<file path="src/rtl/lbm_dist_gather9_if.sv">
// Stream-in / node-out bus for the D2Q9 distribution gatherer.
// The slave side is the gatherer; the master side feeds beats and consumes nodes.
interface lbm_dist_gather9_if #(
   parameter int DATA_WIDTH = 64
);
   logic                         s_valid;
   logic                         s_ready;
   logic [3:0]                   s_dir;
   logic signed [DATA_WIDTH-1:0] s_data;
   logic                         m_valid;
   logic                         m_ready;
   logic signed [DATA_WIDTH-1:0] Dout0;
   logic signed [DATA_WIDTH-1:0] Dout1;
   logic signed [DATA_WIDTH-1:0] Dout2;
   logic signed [DATA_WIDTH-1:0] Dout3;
   logic signed [DATA_WIDTH-1:0] Dout4;
   logic signed [DATA_WIDTH-1:0] Dout5;
   logic signed [DATA_WIDTH-1:0] Dout6;
   logic signed [DATA_WIDTH-1:0] Dout7;
   logic signed [DATA_WIDTH-1:0] Dout8;

   modport slave (
      input  s_valid, s_dir, s_data, m_ready,
      output s_ready, m_valid,
      output Dout0, Dout1, Dout2, Dout3, Dout4, Dout5, Dout6, Dout7, Dout8
   );

   modport master (
      output s_valid, s_dir, s_data, m_ready,
      input  s_ready, m_valid,
      input  Dout0, Dout1, Dout2, Dout3, Dout4, Dout5, Dout6, Dout7, Dout8
   );
endinterface

</file>
<file path="src/rtl/lbm_dist_gather9.sv">
// Serial-to-parallel gatherer for f0..f8 of one lattice node, feeding the
// 9-input density adder. One assembly buffer plus one output register, so the
// next node is collected while the current one waits for the downstream stage.
//
//   state   | meaning
//   --------+---------------------------------------------------------------
//   COLLECT | accepting beats into the assembly buffer (s_ready=1)
//   FULL    | buffer holds a complete node, output register busy (s_ready=0)
module lbm_dist_gather9 #(
   parameter int DATA_WIDTH = 64,
   parameter int CNT_WIDTH  = 32
) (
   input  logic                 clk,
   input  logic                 reset,
   input  logic                 clear,
   lbm_dist_gather9_if.slave    bus,
   output logic [CNT_WIDTH-1:0] node_count,
   output logic                 err_dir
);

   typedef enum logic {
      COLLECT = 1'b0,
      FULL    = 1'b1
   } state_t;

   state_t                state, state_nxt;
   logic [3:0]            idx;
   logic [DATA_WIDTH-1:0] asm_buf [0:8];
   logic [DATA_WIDTH-1:0] dout_q  [0:8];
   logic                  m_valid_q;

   logic beat;
   logic out_xfer;
   logic dir_match;
   logic last_beat;
   logic out_free;

   assign bus.s_ready = (state == COLLECT);
   assign bus.m_valid = m_valid_q;
   assign beat        = bus.s_valid & bus.s_ready;
   assign out_xfer    = m_valid_q & bus.m_ready;
   assign dir_match   = (bus.s_dir == idx);
   assign last_beat   = beat & dir_match & (idx == 4'd8);
   // The 9th beat may bypass straight into the output register if it is empty or draining now.
   assign out_free    = ~m_valid_q | bus.m_ready;

   assign bus.Dout0 = dout_q[0];
   assign bus.Dout1 = dout_q[1];
   assign bus.Dout2 = dout_q[2];
   assign bus.Dout3 = dout_q[3];
   assign bus.Dout4 = dout_q[4];
   assign bus.Dout5 = dout_q[5];
   assign bus.Dout6 = dout_q[6];
   assign bus.Dout7 = dout_q[7];
   assign bus.Dout8 = dout_q[8];

   // State register.
   always_ff @(posedge clk or posedge reset) begin
      if (reset) state <= COLLECT;
      else       state <= state_nxt;
   end

   // Next-state decode: park in FULL only when a node completes behind a busy output.
   always_comb begin
      state_nxt = state;
      if (clear) begin
         state_nxt = COLLECT;
      end else begin
         case (state)
            COLLECT: if (last_beat && !out_free) state_nxt = FULL;
            FULL:    if (out_xfer)               state_nxt = COLLECT;
            default:                             state_nxt = COLLECT;
         endcase
      end
   end

   // Assembly buffer, output register, direction tracking, node counter and error flag.
   always_ff @(posedge clk or posedge reset) begin
      if (reset) begin
         for (int i = 0; i < 9; i++) begin
            asm_buf[i] <= '0;
            dout_q[i]  <= '0;
         end
         idx        <= '0;
         m_valid_q  <= 1'b0;
         node_count <= '0;
         err_dir    <= 1'b0;
      end else if (clear) begin
         idx       <= '0;
         m_valid_q <= 1'b0;
         err_dir   <= 1'b0;
      end else begin
         if (out_xfer) node_count <= node_count + 1'b1;
         if (state == FULL) begin
            // Buffered node replaces the one leaving; m_valid stays high.
            if (out_xfer) begin
               for (int i = 0; i < 9; i++) dout_q[i] <= asm_buf[i];
            end
         end else begin
            if (out_xfer) m_valid_q <= 1'b0;
            if (beat) begin
               if (dir_match) begin
                  if (idx != 4'd8) begin
                     asm_buf[idx] <= bus.s_data;
                     idx          <= idx + 4'd1;
                  end else begin
                     idx <= '0;
                     if (out_free) begin
                        for (int i = 0; i < 8; i++) dout_q[i] <= asm_buf[i];
                        dout_q[8] <= bus.s_data;
                        m_valid_q <= 1'b1;
                     end else begin
                        asm_buf[8] <= bus.s_data;
                     end
                  end
               end else begin
                  // Out-of-order beat: drop the partial node; a direction-0 beat restarts one.
                  err_dir <= 1'b1;
                  if (bus.s_dir == 4'd0) begin
                     asm_buf[0] <= bus.s_data;
                     idx        <= 4'd1;
                  end else begin
                     idx <= '0;
                  end
               end
            end
         end
      end
   end

endmodule

</file>
<file path="src/flat_wrapper.sv">
// flat-port wrapper written by rule: the top's interface ports become plain ports
module lbm_dist_gather9_flat 
#(
   parameter int DATA_WIDTH = 64,
   parameter int CNT_WIDTH  = 32
)
  (clk, reset, clear, node_count, err_dir, bus_s_valid, bus_s_dir, bus_s_data, bus_m_ready, bus_s_ready, bus_m_valid, bus_Dout0, bus_Dout1, bus_Dout2, bus_Dout3, bus_Dout4, bus_Dout5, bus_Dout6, bus_Dout7, bus_Dout8);
  lbm_dist_gather9_if #(.DATA_WIDTH(DATA_WIDTH)) bus_i ();
  input  logic clk;
  input  logic reset;
  input  logic clear;
  output logic [CNT_WIDTH-1:0] node_count;
  output logic err_dir;
  input wire logic [$bits(bus_i.s_valid)-1:0] bus_s_valid;
  input wire logic [$bits(bus_i.s_dir)-1:0] bus_s_dir;
  input wire logic [$bits(bus_i.s_data)-1:0] bus_s_data;
  input wire logic [$bits(bus_i.m_ready)-1:0] bus_m_ready;
  output wire logic [$bits(bus_i.s_ready)-1:0] bus_s_ready;
  output wire logic [$bits(bus_i.m_valid)-1:0] bus_m_valid;
  output wire logic [$bits(bus_i.Dout0)-1:0] bus_Dout0;
  output wire logic [$bits(bus_i.Dout1)-1:0] bus_Dout1;
  output wire logic [$bits(bus_i.Dout2)-1:0] bus_Dout2;
  output wire logic [$bits(bus_i.Dout3)-1:0] bus_Dout3;
  output wire logic [$bits(bus_i.Dout4)-1:0] bus_Dout4;
  output wire logic [$bits(bus_i.Dout5)-1:0] bus_Dout5;
  output wire logic [$bits(bus_i.Dout6)-1:0] bus_Dout6;
  output wire logic [$bits(bus_i.Dout7)-1:0] bus_Dout7;
  output wire logic [$bits(bus_i.Dout8)-1:0] bus_Dout8;
  assign bus_i.s_valid = bus_s_valid;
  assign bus_i.s_dir = bus_s_dir;
  assign bus_i.s_data = bus_s_data;
  assign bus_i.m_ready = bus_m_ready;
  assign bus_s_ready = bus_i.s_ready;
  assign bus_m_valid = bus_i.m_valid;
  assign bus_Dout0 = bus_i.Dout0;
  assign bus_Dout1 = bus_i.Dout1;
  assign bus_Dout2 = bus_i.Dout2;
  assign bus_Dout3 = bus_i.Dout3;
  assign bus_Dout4 = bus_i.Dout4;
  assign bus_Dout5 = bus_i.Dout5;
  assign bus_Dout6 = bus_i.Dout6;
  assign bus_Dout7 = bus_i.Dout7;
  assign bus_Dout8 = bus_i.Dout8;
  lbm_dist_gather9 #(.DATA_WIDTH(DATA_WIDTH), .CNT_WIDTH(CNT_WIDTH)) u_core (.clk(clk), .reset(reset), .clear(clear), .bus(bus_i), .node_count(node_count), .err_dir(err_dir));
endmodule
</file>
<file path="config.mk">
export PLATFORM = sky130hd
export DESIGN_NAME = lbm_dist_gather9_flat
export DESIGN_NICKNAME = d
export VERILOG_FILES = /design/src/rtl/lbm_dist_gather9_if.sv /design/src/rtl/lbm_dist_gather9.sv /design/src/flat_wrapper.sv
export SDC_FILE = /design/constraint.sdc
export NUM_CORES = 2
export LEC_CHECK = 0
export ABC_CLOCK_PERIOD_IN_PS = 57900
export CAP_MARGIN = 20
export CORE_ASPECT_RATIO = 2
export CORE_MARGIN = 2
export CORE_UTILIZATION = 34
export CTS_CLUSTER_DIAMETER = 200
export CTS_CLUSTER_SIZE = 25
export DETAILED_ROUTE_END_ITERATION = 7
export GPL_ROUTABILITY_DRIVEN = 0
export HOLD_SLACK_MARGIN = 0.05
export MAX_ROUTING_LAYER = met4
export PLACE_DENSITY_LB_ADDON = 0.08
export SLEW_MARGIN = 0
export SYNTH_ARGS = -nofsm -noshare
export SYNTH_HDL_FRONTEND = slang
export SYNTH_SLANG_ARGS = --single-unit
</file>
<file path="constraint.sdc">
create_clock -name clk -period 57.9 [get_ports clk]
set_clock_uncertainty 0.2 [all_clocks]
set_input_delay 17.37 -clock clk [delete_from_list [all_inputs] [get_ports clk]]
set_output_delay 17.37 -clock clk [all_outputs]
set_load 0.02 [all_outputs]
</file>
==> key figures, run 1 <==
GRT
  – Grt ovf: 0
  – Total GRT Usage: 0.194
  – Global-route wire length before repair: a little under 200 mm
  – Vias in the first global route: ~28000
  – Initial antenna violation count: 7
  – Largest net degree at the start of global routing: between 150 and 200

CTS
  – Setup Buffers After CTS: 0
  – Max Root-Sink Buffers: 3
  – Hold buffer count at cts: 0
  – CTS resizes: 0
  – CTS buffer count: between 50 and 60
  – Clk root buf: clkbuf_16
  – CTS H-Tree Depth: 2
  – Clock sink total: roughly 1200

Synth
  – Synth area leaders: dfrtp_1 (65%), mux2_2 (23%), nand2_1 (1.8%)
  – Mapped Area: between 0.04 and 0.05 sq mm
  – Main flop type after synthesis: dfrtp_1
  – Simple-gate share of the synthesized area: 0.0267
  – Yosys cell types: 38
  – Mapped Cells: 2972
  – Avg Inst Size Synth: 15.3 sq um
  – Post-Synth Adder-Cell Area: 0.00137
  – Post-synth EDFFs: 0
  – Yosys top cell area share: 0.654
  – Seq/Total Area, Yosys: 0.654
  – Ys async rst share: 1.00
  – Ys Warns: 0
  – Multiplexer area fraction after synthesis: 0.268
  – Synth Area in Compound Gates: 0.0161
  – #FFs+latches synth: 1191
  – Post-synthesis xor/xnor area fraction: 0.00692
  – Most numerous cell in the Yosys netlist: dfrtp_1
  – Largest family of logic cells by synthesized area: multiplexers
  – Post-Syn Nets: between 3000 and 4000
  – Synth cell count leaders: dfrtp_1 (1191), mux2_2 (945), nand2_1 (214), o21ai_0 (130), mux2_1 (70)
  – Post-synth top area cell: dfrtp_1

Place
  – IO buf count: roughly 680
  – DP HPWL: 88.0 mm
  – DP Area: between 0.05 and 0.06 sq mm

Floorplanning
  – # IOs: ~680
  – Starting density of the core: 0.341
  – Die height: between 500 and 600 um
  – Die Span X: 263 um
  – Rows: 190

Run status
  – Stopped at: detailed routing (5_2_route)
  – Log Error: [ERROR DRT-0255] Maze Route cannot find path of net node_count[11] in worker of routeBox ( 241500 0 ) ( 262820 48300 ).
  – Status: did not finish
## kinds of logic after synthesis
family / count (synthesis)
adders and majority gates: 5
xor gates and xnor gates: 36
muxes: 1090
AOI/OAI and AO/OA: 140
DFF: 1191
buffers and inverters: 228
and+or+nand+nor: 282
## metrics by stage
step	cells	hold slack, ps	util	worst slack (ps)
floorplan	2972	250	-	6780
global placement	5197	261	0.402	34980
detailed placement	5197	271	0.402	34820
CTS	5255	294	0.413	35570
global route	5266	309	0.414	34990
## metal layers
layer  global-route usage
met5                    -
met4               0.0415
met3               0.0617
met2                0.324
met1                0.230
==> inputs of run 2 (changes only) <==
CORE_ASPECT_RATIO = not set   (was 2)
CORE_UTILIZATION = 20   (was 34)
CTS_CLUSTER_DIAMETER = not set   (was 200)
CTS_CLUSTER_SIZE = not set   (was 25)
HOLD_SLACK_MARGIN = not set   (was 0.05)
MAX_ROUTING_LAYER = not set   (was met4)
PLACE_DENSITY_LB_ADDON = 0.15   (was 0.08)
==> key figures, run 2 <==
Power and ir drop
  – Pwr per Cell Area: 30.5 mW/mm^2
  – Tot Pwr: between 1.5 and 2 mW
  – Worst VDD drop: 0.0258 mV
  – Leakage power: 28.3 nW

Place
  – IO buf count: 683 (unchanged)
  – DP HPWL: 97.7 mm (+11%)
  – DP Area: 0.0554 sq mm (+3.1%)

Floorplanning
  – Rows: 175 (-7.9%)
  – Core area: 0.227 sq mm
  – # IOs: 684 (unchanged)
  – Die height: 481 um (-7.7%)
  – Starting density of the core: 0.201 (-0.140)
  – Die Span X: 481 um (+83%)
  – Die Area: 0.232 sq mm

CTS
  – CTS clk-pin slew, worst paths: ~60 ps
  – Clk root buf: clkbuf_16
  – Hold buffer count at cts: 0 (unchanged)
  – CTS resizes: 0 (unchanged)
  – CTS tree: built
  – Setup Buffers After CTS: 0 (unchanged)
  – Clock sink total: 1191 (unchanged)
  – Max Root-Sink Buffers: 3 (unchanged)
  – CTS buffer count: 147 (+180%)
  – CTS H-Tree Depth: 4 (+2)
  – Clock latency on the worst-skew pair: 790 ps

Synth
  – Post-synth EDFFs: 0 (unchanged)
  – Yosys top cell area share: 0.654 (unchanged)
  – Avg Inst Size Synth: 15.3 sq um (unchanged)
  – Post-Syn Nets: 3050 (unchanged)
  – Seq/Total Area, Yosys: 0.654 (unchanged)
  – Yosys cell types: 38 (unchanged)
  – Ys async rst share: 1.00 (unchanged)
  – Mapped Area: 0.0456 sq mm (unchanged)
  – Most numerous cell in the Yosys netlist: dfrtp_1
  – Synth cell count leaders: dfrtp_1 (1191), mux2_2 (945), nand2_1 (214), o21ai_0 (130), mux2_1 (70)
  – #FFs+latches synth: 1191 (unchanged)
  – Mapped Cells: 2972 (unchanged)
  – Main flop type after synthesis: dfrtp_1
  – Post-synth top area cell: dfrtp_1
  – Ys Warns: 0 (unchanged)
  – Synth area leaders: dfrtp_1 (65%), mux2_2 (23%), nand2_1 (1.8%)

Timing
  – Fmax: 0.0439 GHz
  – Least-Margin Pin Slew: 1040 ps
  – Period Utilization, post-route: 0.393
  – RSZ-0062 raised after global routing: false
  – Fin. max-slew vios: 0
  – Crit path time final: 22780 ps
  – Final hold slack: approximately 270 ps
  – Max transition margin: 0.310
  – Final setup violation count: 0
  – Final hold vios: 0
  – Aggregate negative setup slack: 0 ps

Critical path
  – R2r setup slk: 52250 ps
  – Crit start category: input pin
  – CP required: 58490 ps
  – Critical path peak fanout: 162
  – Arr. time, crit path: 23370 ps
  – Setup CP Type: in -> async
  – Crit end category: asynchronous set/reset pin

Routing
  – Drt wl/cell: 22.3 um
  – Post-Route WL: 151 mm
  – DRC viols: 0
  – Starting DRT DRC Count: 942
  – Vias post-DR: 26200
  – Post-DR vias/cell: 3.88
  – Initial DRT Pass Iterations: 4
  – Final ANT Viol Nets: 0

Finish
  – Register area: 0.0298 sq mm
  – Fillers: 23500
  – Largest register FFs: between 500 and 600
  – Most frequent cells in the layout: dfrtp_1 (1190), mux2_2 (945), clkdlybuf4s50_1 (683)
  – Area growth, synth to finish: 32.4%
  – Share of layout cells above drive strength 1: 0.330
  – Final Cell Area: slightly above 0.06 sq mm
  – Multi-input gate area: 0.0146 sq mm
  – Most common cell after layout, fill and taps aside: dfrtp_1
  – Final #Nets: 3703
  – Largest reg by FF count: u_core.asm_buf

Hold path
  – Hold WC Path Type: reg -> reg

GRT
  – Global-route wire length before repair: 215 mm (+11%)
  – Vias in the first global route: 27800 (-0.025%)
  – Initial antenna violation count: 8 (+1)
  – Total GRT Usage: 0.128 (-0.0658)
  – Grt ovf: 0 (unchanged)
  – Largest net degree at the start of global routing: 163 (-13%)

Flow run
  – Total of max-cap violations: 0

Run status
  – Status: finished clean
run 2: kinds of logic (layout without fill, tap and decap cells):
group                    after synthesis  count (layout)  synth area share
AO/OA/AOI/OAI                        140             140            0.0161
XOR/XNOR                              36              36           0.00692
adder cells (fa/ha/maj)                5               5           0.00137
buffers and inverters                228             992            0.0261
flip-flops                          1191            1191             0.654
multiplexers                        1090            1090             0.268
other                                  0               6                 0
AND/OR/NAND/NOR                      282             282            0.0267
run 2: final cells by class:
class / instances / area share
clock buffer: 223 / 0.0734
sequential: 1191 / 0.494
inverter: 7 / 0.000560
multi-input combinational: 1553 / 0.243
clock inverter: 37 / 0.00701
antenna: 6 / 0.000249
tap: 3009 / 0.0624
timing repair buffer: 725 / 0.120
run 2: critical path: stages:
cell and delay, ps:
clkdlybuf4s50_1 490, inv_8 570, buf_4 740, buf_4 630
buf_4 810, buf_4 780, buf_4 830, buf_12 720
run 2: power breakdown:
group | total, mW | leakage [nW] | internal [mW] | switching (mW)
logic | 0.0541 | 9.40 | 0.0193 | 0.0349
registers | 0.857 | 16.5 | 0.849 | 0.00768
clock network | 0.926 | 2.39 | 0.553 | 0.373
total | 1.84 | 28.3 | 1.42 | 0.415
run 2: path summary, 6_finish.rpt:
path	to	cells past startpoint	startpoint
setup / recovery	u_core.bus.Dout6[0]	8	reset
hold / removal	u_core.node_count[31]	1	u_core.node_count[31]
setup reg to reg	u_core.bus.Dout4[16]	8	u_core.state
hold reg to reg	u_core.node_count[31]	1	u_core.node_count[31]
max in group clk	u_core.bus.Dout4[16]	8	clear
min in group asynchronous	u_core.node_count[16]	2	reset
run 2: layer usage:
layer  share of wire  GRT usage
met1            0.45      0.167
met2            0.46      0.201
met3           0.065     0.0418
met4           0.024     0.0399
met5               0          0
run 2: stage by stage:
| step | instances | worst slack, ps | util |
|---|---|---|---|
| after detailed placement | 6484 | 33920 | 0.244 |
| after global routing | 6747 | 34190 | 0.266 |
| final | 6751 | 35120 | 0.266 |
| after global placement | 6484 | 33920 | 0.244 |
| after floorplan | 2972 | 6780 | - |
| after CTS | 6744 | 34800 | 0.266 |
Power figures use the tool's default switching activity.
